### src/rtl/multi_pwm_encoder.sv
// Multi-channel PWM encoder: shared prescaler and period counter (edge- or
// center-aligned), per-channel double-buffered duty registers with atomic
// transfer at period boundaries, and registered compare outputs.
module multi_pwm_encoder #(
  parameter int unsigned WIDTH    = 10,
  parameter int unsigned CHANNELS = 4,
  parameter int unsigned DIV_W    = 24
) (
  input  logic                      clk,
  input  logic                      reset,
  input  logic                      enable,
  input  logic [DIV_W-1:0]          rate,
  input  logic                      center_mode,
  input  logic [CHANNELS*WIDTH-1:0] position,
  input  logic                      load,
  output logic [CHANNELS-1:0]       pwm,
  output logic                      period_start,
  output logic                      pending
);

  localparam int unsigned DUTY_W = CHANNELS * WIDTH;

  localparam logic [WIDTH-1:0] CNT_ZERO = '0;
  localparam logic [WIDTH-1:0] CNT_ONE  = WIDTH'(1);
  localparam logic [WIDTH-1:0] CNT_MAX  = '1;

  // Prescaler state
  logic [DIV_W-1:0]    presc;
  logic                tick_c;

  // Period counter state
  logic [WIDTH-1:0]    cnt;
  logic                dir_down;
  logic [WIDTH-1:0]    cnt_next_c;
  logic                dir_next_c;
  logic                boundary_c;

  // Mode latched at period boundaries (and while idle)
  logic                mode_q;

  // Double-buffered duty storage, channel i at [i*WIDTH +: WIDTH]
  logic [DUTY_W-1:0]   shadow;
  logic [DUTY_W-1:0]   active;

  // Per-channel compare result against the current counter value
  logic [CHANNELS-1:0] duty_gt_c;

  // Tick whenever the prescaler has reached (or passed) the terminal count
  assign tick_c = enable && (presc >= rate);

  // Prescaler: free-running count while enabled, cleared on tick or when idle
  always_ff @(posedge clk or negedge reset) begin
    if (!reset) begin
      presc <= '0;
    end else if (!enable) begin
      presc <= '0;
    end else if (tick_c) begin
      presc <= '0;
    end else begin
      presc <= presc + DIV_W'(1);
    end
  end

  // Next counter value and direction for the currently latched mode
  always_comb begin
    cnt_next_c = cnt;
    dir_next_c = dir_down;
    if (mode_q) begin
      if (!dir_down) begin
        if (cnt == CNT_MAX) begin
          cnt_next_c = cnt - WIDTH'(1);
          dir_next_c = 1'b1;
        end else begin
          cnt_next_c = cnt + WIDTH'(1);
        end
      end else begin
        // Descend to 1; stepping from 1 to 0 restarts the up-count
        cnt_next_c = cnt - WIDTH'(1);
        if (cnt == CNT_ONE) begin
          dir_next_c = 1'b0;
        end
      end
    end else begin
      cnt_next_c = cnt + WIDTH'(1);
      dir_next_c = 1'b0;
    end
  end

  // A period boundary is a tick that brings the counter back to zero
  assign boundary_c = tick_c && (cnt_next_c == CNT_ZERO);

  // Period counter and direction flag
  always_ff @(posedge clk or negedge reset) begin
    if (!reset) begin
      cnt      <= '0;
      dir_down <= 1'b0;
    end else if (!enable) begin
      cnt      <= '0;
      dir_down <= 1'b0;
    end else if (tick_c) begin
      cnt      <= cnt_next_c;
      dir_down <= dir_next_c;
    end
  end

  // Mode changes only take effect from a period boundary or while idle
  always_ff @(posedge clk or negedge reset) begin
    if (!reset) begin
      mode_q <= 1'b0;
    end else if (!enable || boundary_c) begin
      mode_q <= center_mode;
    end
  end

  // Shadow capture on load; accepted regardless of enable
  always_ff @(posedge clk or negedge reset) begin
    if (!reset) begin
      shadow <= '0;
    end else if (load) begin
      shadow <= position;
    end
  end

  // Atomic shadow-to-active transfer at a boundary; uses pre-load shadow
  always_ff @(posedge clk or negedge reset) begin
    if (!reset) begin
      active <= '0;
    end else if (boundary_c && pending) begin
      active <= shadow;
    end
  end

  // Pending flag: a coincident load keeps it set for the following boundary
  always_ff @(posedge clk or negedge reset) begin
    if (!reset) begin
      pending <= 1'b0;
    end else if (load) begin
      pending <= 1'b1;
    end else if (boundary_c) begin
      pending <= 1'b0;
    end
  end

  // Per-channel duty comparators on the counter value currently held
  for (genvar gi = 0; gi < CHANNELS; gi++) begin : g_cmp
    assign duty_gt_c[gi] = active[gi*WIDTH +: WIDTH] > cnt;
  end

  // Registered PWM outputs, forced low while idle
  always_ff @(posedge clk or negedge reset) begin
    if (!reset) begin
      pwm <= '0;
    end else if (!enable) begin
      pwm <= '0;
    end else begin
      pwm <= duty_gt_c;
    end
  end

  // Boundary pulse, aligned with the cycle in which cnt reads zero
  always_ff @(posedge clk or negedge reset) begin
    if (!reset) begin
      period_start <= 1'b0;
    end else begin
      period_start <= boundary_c;
    end
  end

endmodule

### config.mk
export PLATFORM = sky130hd
export DESIGN_NAME = multi_pwm_encoder
export DESIGN_NICKNAME = d
export VERILOG_FILES = /design/src/rtl/multi_pwm_encoder.sv
export SDC_FILE = /design/constraint.sdc
export NUM_CORES = 1
export LEC_CHECK = 0
export BUFFER_PORTS_ARGS = -buffer_cell sky130_fd_sc_hd__buf_4
export CORE_MARGIN = 4
export CORE_UTILIZATION = 54
export CTS_CLUSTER_SIZE = 40
export DETAILED_ROUTE_END_ITERATION = 16
export PLACE_DENSITY = 0.74
export SLEW_MARGIN = 40
export SYNTH_ARGS = -nofsm -noshare
export SYNTH_HDL_FRONTEND = slang
export SYNTH_SLANG_ARGS = --single-unit
export TNS_END_PERCENT = 50
### constraint.sdc
create_clock -name clk -period 3.1 [get_ports clk]
set_input_delay 0.155 -clock clk [delete_from_list [all_inputs] [get_ports clk]]
set_output_delay 0.155 -clock clk [all_outputs]
set_load 0.01 [all_outputs]
==> run summary, run 1 <==
CP required: 3.40 ns
clock root buffer: clkbuf_16
Synth area leader: dfrtp_1
Total Nets Final: 898
Pwr Total: 4112 uW
startpoint types: flop
gpl congestion: 0.9469
Worst VDD drop: 0.3213 mV
TritonCTS clock tree: yes
worst hold slack: 0.04282 ns
largest net degree at the start of global routing: 67
Post-Synthesis Cells: 609
core region area: 0.01262 sq mm
Clock Pin Slew Worst Setup and Hold Paths: 0.06 ns
critical path cell sequence: ha_1, nand4_2, o31a_1, a2111oi_0, a211oi_1, or4b_4, clkbuf_16, mux2_4
Final Hold Viols: 0
Synth top area share: 43.71%
fin crit share: 99.51%
number of global-route vias before repair: 5,519
Clock Path Buffers: 2
Routed WL: 16,510 um
sequential share of the synthesized area: 43.71%
First-pass DRT Iterations: 5
Area contributors post-synth: dfrtp_1 (44%), ha_1 (12%), mux2_4 (8.6%)
CP delay by family, top: compound AO/OA/AOI/OAI gates
max_cap viols: 0
Slew headroom: 57.35%
post-route insts no fill: 944
Post-synth EDFFs: 0
Clock Skew: 0.01093 ns
Critical-path top delay cell: or4b_4
Final Max Slew Viols: 0
Primary FF master, synth: dfrtp_1
setup violators final: 0
static leakage: 0.004580 uW
crit path max fanout: 6
synth cell count leaders: dfrtp_1 (122), ha_1 (68), nor2_1 (52)
die area: 0.01482 sq mm
Synth Register Bits: 122
Max stage delay on crit path: 0.67 ns
syn_nets: 746
residual DRC count: 0
Worst Path Buf+Inv: 1
die width: 121.7 um
Global Route Usage Sum: 23.36%
row count: 41
worst slew pin tran: 0.6397 ns
fin util: 71.70%
# IOs: 75
clk sinks: 122
Crit Path Class: reg2reg
vias: 5,260
Inserted Clock Buffers: 17
global-route wire length before repair: 26,870 um
number of H-tree levels: 4
initial antenna violation count: 0
Fillers: 893
WL per Instance: 17.49 um
CP Capture Type: flop
count leader, synth: dfrtp_1
min Tclk post-route: 3.085 ns
ANT cells: 0
Vias/cell: 5.572
DP HPWL: 10,850 um
syn_area_per_cell: 11.47 sq um
Power per Cell Area: 454.4 mW/mm^2
clk_lat worst skew: 0.42 ns
synth unique cells: 62
Starting Density: 55.34%
post-route antenna net violation count: 0
synthesized cell area: 0.006984 sq mm
Synth warnings: 0
ys async rst share: 100.0%
layout cell share with drive strength beyond 1: 31.09%
Area Overhead vs Synth: 29.56%
RSZ-0062 raised after global routing: yes
Die Height: 121.7 um
crit path DAT: 3.39 ns
Port Buf Inserts: 74
gr ovfl total: 0
fmax: 0.3242 GHz
result of the run: finished, final reports clean
Worst Hold Class: in2reg
placed insts: 867
Starting DRT DRC Count: 265
-- per-layer routing --
metal	global-route usage, %	wire (um)	share of wire (%)	vias up
met5	0	0	0	-
met4	8.053	303	1.8	0
met3	6.314	956	5.8	23
met2	38.79	8357	51	160
met1	29.64	6889	42	2576
li1	-	-	-	2501
-- final cells by class --
class                   instances  area, sq um  share of cell area, %
repair buffers                153         1343                  14.84
clock inverters                 7        138.9                  1.535
well taps                     172        215.2                  2.378
clock buffers                  23        488.0                  5.393
flip-flops and latches        122         3055                  33.77
inverters                      47        176.4                  1.950
multi-input cells             420         3632                  40.14
-- cells by family (layout without fill, tap and decap cells) --
| group | after synthesis | count (layout) | synth area share, % |
|---|---|---|---|
| adder cells (fa/ha/maj) | 68 | 68 | 12.18 |
| flip-flops | 122 | 122 | 43.71 |
| AO/OA/AOI/OAI | 92 | 92 | 9.387 |
| buffers and inverters | 67 | 230 | 4.765 |
| multiplexers | 81 | 81 | 15.19 |
| XOR/XNOR | 28 | 28 | 3.511 |
| AND/OR/NAND/NOR | 151 | 151 | 11.25 |
-- stage by stage --
stage	cell area [sq um]	setup WS, ns	TNS [ns]
after CTS	8940	0.03000	0
final	9049	0.01513	0
after global placement	7871	-0.03549	-1.206
after global routing	9049	-0.08372	-2.495
after floorplan	6985	0.02389	0
after detailed placement	7871	-0.1058	-3.709
-- report_power, final --
group	switching, uW	total, uW	internal, uW
Sequential	43.4	1700	1660
Clock	674	2090	1420
Combinational	128	315	187
-- what timing repair did --
action	4_1_cts	5_1_grt
endpoints found under the hold margin	105	0
setup buffers	0	1
cloned	1	4
hold buffers	41	0
gates resized for setup	2	6
pin swaps	0	2
endpoints found under the setup margin	40	40
-- cell usage in the layout (no fill, tap or decap), types with 3 or more instances in the layout --
| cell | count |
|---|---|
| buf_4 | 104 |
| ha_1 | 67 |
| xor2_1 | 12 |
| dlygate4sd3_1 | 41 |
| inv_1 | 45 |
| o21ai_0 | 8 |
| a2111oi_0 | 5 |
| o31ai_1 | 3 |
| nor2_1 | 52 |
| a311oi_1 | 4 |
| mux2_2 | 40 |
| a211oi_1 | 6 |
| nand3_1 | 13 |
| a31oi_1 | 3 |
| dfrtp_1 | 120 |
| a21oi_1 | 23 |
| mux2_4 | 40 |
| xnor2_1 | 16 |
| and3_1 | 5 |
| or3_1 | 7 |
| a21o_1 | 21 |
| bufinv_16 | 4 |
| buf_6 | 3 |
| clkbuf_16 | 19 |
| nand4_1 | 17 |
| clkbuf_8 | 4 |
| nand2_1 | 19 |
| nor3_1 | 14 |
-- sequential cells by signal (all words and copies together) (netlist names) --
signal        flops
mode_q            1
cnt              10
active           40
period_start      1
pwm               4
presc            24
dir_down          1
shadow           40
pending           1
-- worst paths after layout --
kind / from / end / slack [ns] / depth (start not counted)
min in group asynchronous: reset / presc[17] / 0.30 / 2
worst min-delay path: enable / mode_q / 0.04 / 2
worst max-delay path: cnt[1] / active[26] / 0.02 / 8
worst min register to register: shadow[8] / active[8] / 0.50 / 1
max in group asynchronous: reset / active[0] / 2.08 / 3
worst max register to register: cnt[1] / active[26] / 0.02 / 8
Power figures use the tool's default switching activity.
==> run 2, diff against run 1 <==
- CELL_PAD_IN_SITES_DETAIL_PLACEMENT: unset -> 1
- CELL_PAD_IN_SITES_GLOBAL_PLACEMENT: unset -> 2
- CORE_UTILIZATION: 54 -> 36
==> run 2 against run 1 <==
Compared with the run above: global-route usage fell by 5.7 points; sequential share of layout area shrank 0.61 points; first-iteration DRC count is 7.5% lower; critical path depth up 2; critical path type unchanged; critical endpoint is now active[3]; largest power group unchanged.
==> run summary, run 2 (synthesis results as in run 1) <==
Fillers: 2,041 (was 893)
final setup margin: 0.004474 ns (was 0.01513 ns)
CP Capture Type: flop (unchanged)
residual DRC count: 0 (unchanged)
Final Hold Viols: 0 (unchanged)
fin crit share: 99.86% (was 99.51%)
row count: 50 (was 41)
critical path cell sequence: inv_2, ha_4, or4b_4, o221ai_2, o31ai_2, a22o_1, and4b_1, or4b_4, clkbuf_16, mux2_4 (was ha_1, nand4_2, o31a_1, a2111oi_0, a211oi_1, or4b_4, clkbuf_16, mux2_4)
reg-to-reg slack, setup: 0.004 ns (was 0.02 ns)
biggest regs: active x40, shadow x40, presc x24 (unchanged)
WL per Instance: 17.87 um (was 17.49 um)
startpoint types: flop (unchanged)
RSZ-0062 raised after global routing: yes (unchanged)
commonest non-fill, non-tap cells in the layout: dfrtp_1 (120), buf_4 (113), ha_1 (66), nor2_1 (52), inv_1 (45) (was dfrtp_1 (120), buf_4 (104), ha_1 (67), nor2_1 (52), inv_1 (45))
die width: 147.3 um (was 121.7 um)
fin util: 48.77% (was 71.70%)
number of global-route vias before repair: 5,897 (was 5,519)
min Tclk post-route: 3.096 ns (was 3.085 ns)
Power per Cell Area: 441.5 mW/mm^2 (was 454.4 mW/mm^2)
clock root buffer: clkbuf_16 (unchanged)
Stages on worst setup path: 10 (was 8)
Worst Path Buf+Inv: 2 (was 1)
max_cap viols: 0 (unchanged)
static leakage: 0.004600 uW (was 0.004580 uW)
Area Overhead vs Synth: 31.94% (was 29.56%)
initial antenna violation count: 0 (unchanged)
FF-to-FF End: active[3] (was active[26])
most used cell, CP: or4b_4
vias: 5,279 (was 5,260)
crit path DAT: 3.41 ns (was 3.39 ns)
post-route antenna net violation count: 0 (unchanged)
Starting DRT DRC Count: 245 (was 265)
Inserted Clock Buffers: 17 (unchanged)
Worst VDD drop: 0.3620 mV (was 0.3213 mV)
First-pass DRT Iterations: 4 (was 5)
gpl congestion: 0.8536 (was 0.9469)
placed cell areas: 0.008034 sq mm (was 0.007871 sq mm)
clk_lat worst skew: 0.43 ns (was 0.42 ns)
Worst Hold Class: in2reg (unchanged)
Clock Pin Slew Worst Setup and Hold Paths: 0.06 ns (about the same)
Slew headroom: 51.69% (was 57.35%)
Critical-path top delay cell: or4b_4 (unchanged)
result of the run: finished, final reports clean (unchanged)
die area: 0.02169 sq mm (was 0.01482 sq mm)
Critical R2R Launch: cnt[1] (unchanged)
ANT cells: 0 (unchanged)
Global Route Usage Sum: 17.69% (was 23.36%)
commonest non-fill, non-tap cell in the layout: dfrtp_1 (unchanged)
TritonCTS clock tree: yes (unchanged)
DP HPWL: 12,920 um (was 10,850 um)
setup violators final: 0 (unchanged)
Multi-input gate area: 0.003667 sq mm (was 0.003632 sq mm)
clk sinks: 122 (unchanged)
core region area: 0.01889 sq mm (was 0.01262 sq mm)
Total Nets Final: 905 (was 898)
Crit Path Class: reg2reg (unchanged)
worst slew pin tran: 0.7239 ns (was 0.6397 ns)
CP required: 3.41 ns (was 3.40 ns)
Die Height: 147.3 um (was 121.7 um)
gr ovfl total: 0 (unchanged)
register area: 0.003055 sq mm (unchanged)
layout cell share with drive strength beyond 1: 32.65% (was 31.09%)
crit path max fanout: 8 (was 6)
Worst Setup EP: active[3] (was active[26])
design area: 0.009215 sq mm (was 0.009049 sq mm)
Vias/cell: 5.071 (was 5.572)
CP delay by family, top: simple AND/OR/NAND/NOR gates (was compound AO/OA/AOI/OAI gates)
Port Buf Inserts: 74 (unchanged)
# IOs: 75 (unchanged)
R2R cell count: 10 (was 8)
pre-CTS setup slack: -0.1934 ns (was -0.1058 ns)
Routed WL: 18,600 um (was 16,510 um)
Setup crit start: cnt[1] (unchanged)
Clock Path Buffers: 2 (unchanged)
Final Max Slew Viols: 0 (unchanged)
largest net degree at the start of global routing: 51 (was 67)
number of H-tree levels: 4 (unchanged)
Max stage delay on crit path: 0.59 ns (was 0.67 ns)
global-route wire length before repair: 30,720 um (was 26,870 um)
Starting Density: 36.97% (was 55.34%)
Clock Skew: 0.009003 ns (was 0.01093 ns)
fmax: 0.3230 GHz (was 0.3242 GHz)
post-route setup TNS: 0 ns (unchanged)
==> run 2: changes by cell type in the layout (fill, tap and decap cells not counted), moves of 2 or more <==
cell | before | now
inv_6 | 0 | 7
clkinvlp_4 | 0 | 3
inv_8 | 0 | 3
buf_6 | 3 | 1
clkbuf_1 | 2 | 0
buf_4 | 104 | 113
clkinv_2 | 2 | 0
clkbuf_8 | 4 | 0
bufinv_16 | 4 | 2
==> run 2: worst min-delay path by stage <==
stage,startpoint,to,slack (ns),depth (start not counted)
final,enable,mode_q,0.05,2
after global routing,enable,presc[1],0.06,2
after CTS,enable,mode_q,0.03,2
after detailed placement,reset,shadow[33],0.23,1
after global placement,reset,presc[11],0.22,1
after floorplan,reset,active[0],-0.14,0
==> run 2: metrics by stage <==
step / hold slack [ns] / cells / total power [uW]
final: 0.05015 / 1041 / 4069
after global routing: 0.06011 / 1041 / 4225
after CTS: 0.03413 / 1036 / 4121
after detailed placement: 0.2264 / 962 / 2013
after global placement: 0.2203 / 962 / 1994
after floorplan: -0.1406 / 609 / 1852
==> run 2: area by class of cell <==
type	count	area share, %
Multi-Input combinational cell	420	39.80
Clock buffer	17	4.616
Sequential cell	122	33.16
Timing Repair Buffer	160	15.06
Tap cell	260	3.530
Clock inverter	15	1.928
Inverter	47	1.914
==> run 2: worst reg2reg max path, cell delays in order, from the launching register on <==
cell	delay, ns
dfrtp_2	0.44
inv_2	0.09
ha_4	0.12
or4b_4	0.46
o221ai_2	0.16
o31ai_2	0.09
a22o_1	0.21
and4b_1	0.26
or4b_4	0.59
clkbuf_16	0.24
mux2_4	0.31
==> run 2: where the power goes <==
part           total (uW)  internal [uW]  switching (uW)
Clock                2050           1220             831
Combinational         317            187             130
Sequential           1700           1660            45.6
Total                4070           3060            1010
==> run 2: repair_timing <==
action,4_1_cts,5_1_grt
endpoints found under the hold margin,88,0
buffers inserted,0,3
pin swaps,0,2
hold buffers,41,0
cloned,1,2
setup endpoints to repair,40,40
gates resized for setup,9,7
==> run 2: metal layers <==
layer | share of wire (%) | routed length [um] | global-route usage, % | vias up
met3 | 2.4 | 452 | 2.930 | 20
met5 | 0 | 0 | 0 | -
met4 | 1.4 | 265 | 5.266 | 0
met1 | 45 | 8326 | 22.58 | 2636
li1 | - | - | - | 2537
met2 | 51 | 9556 | 30.85 | 86
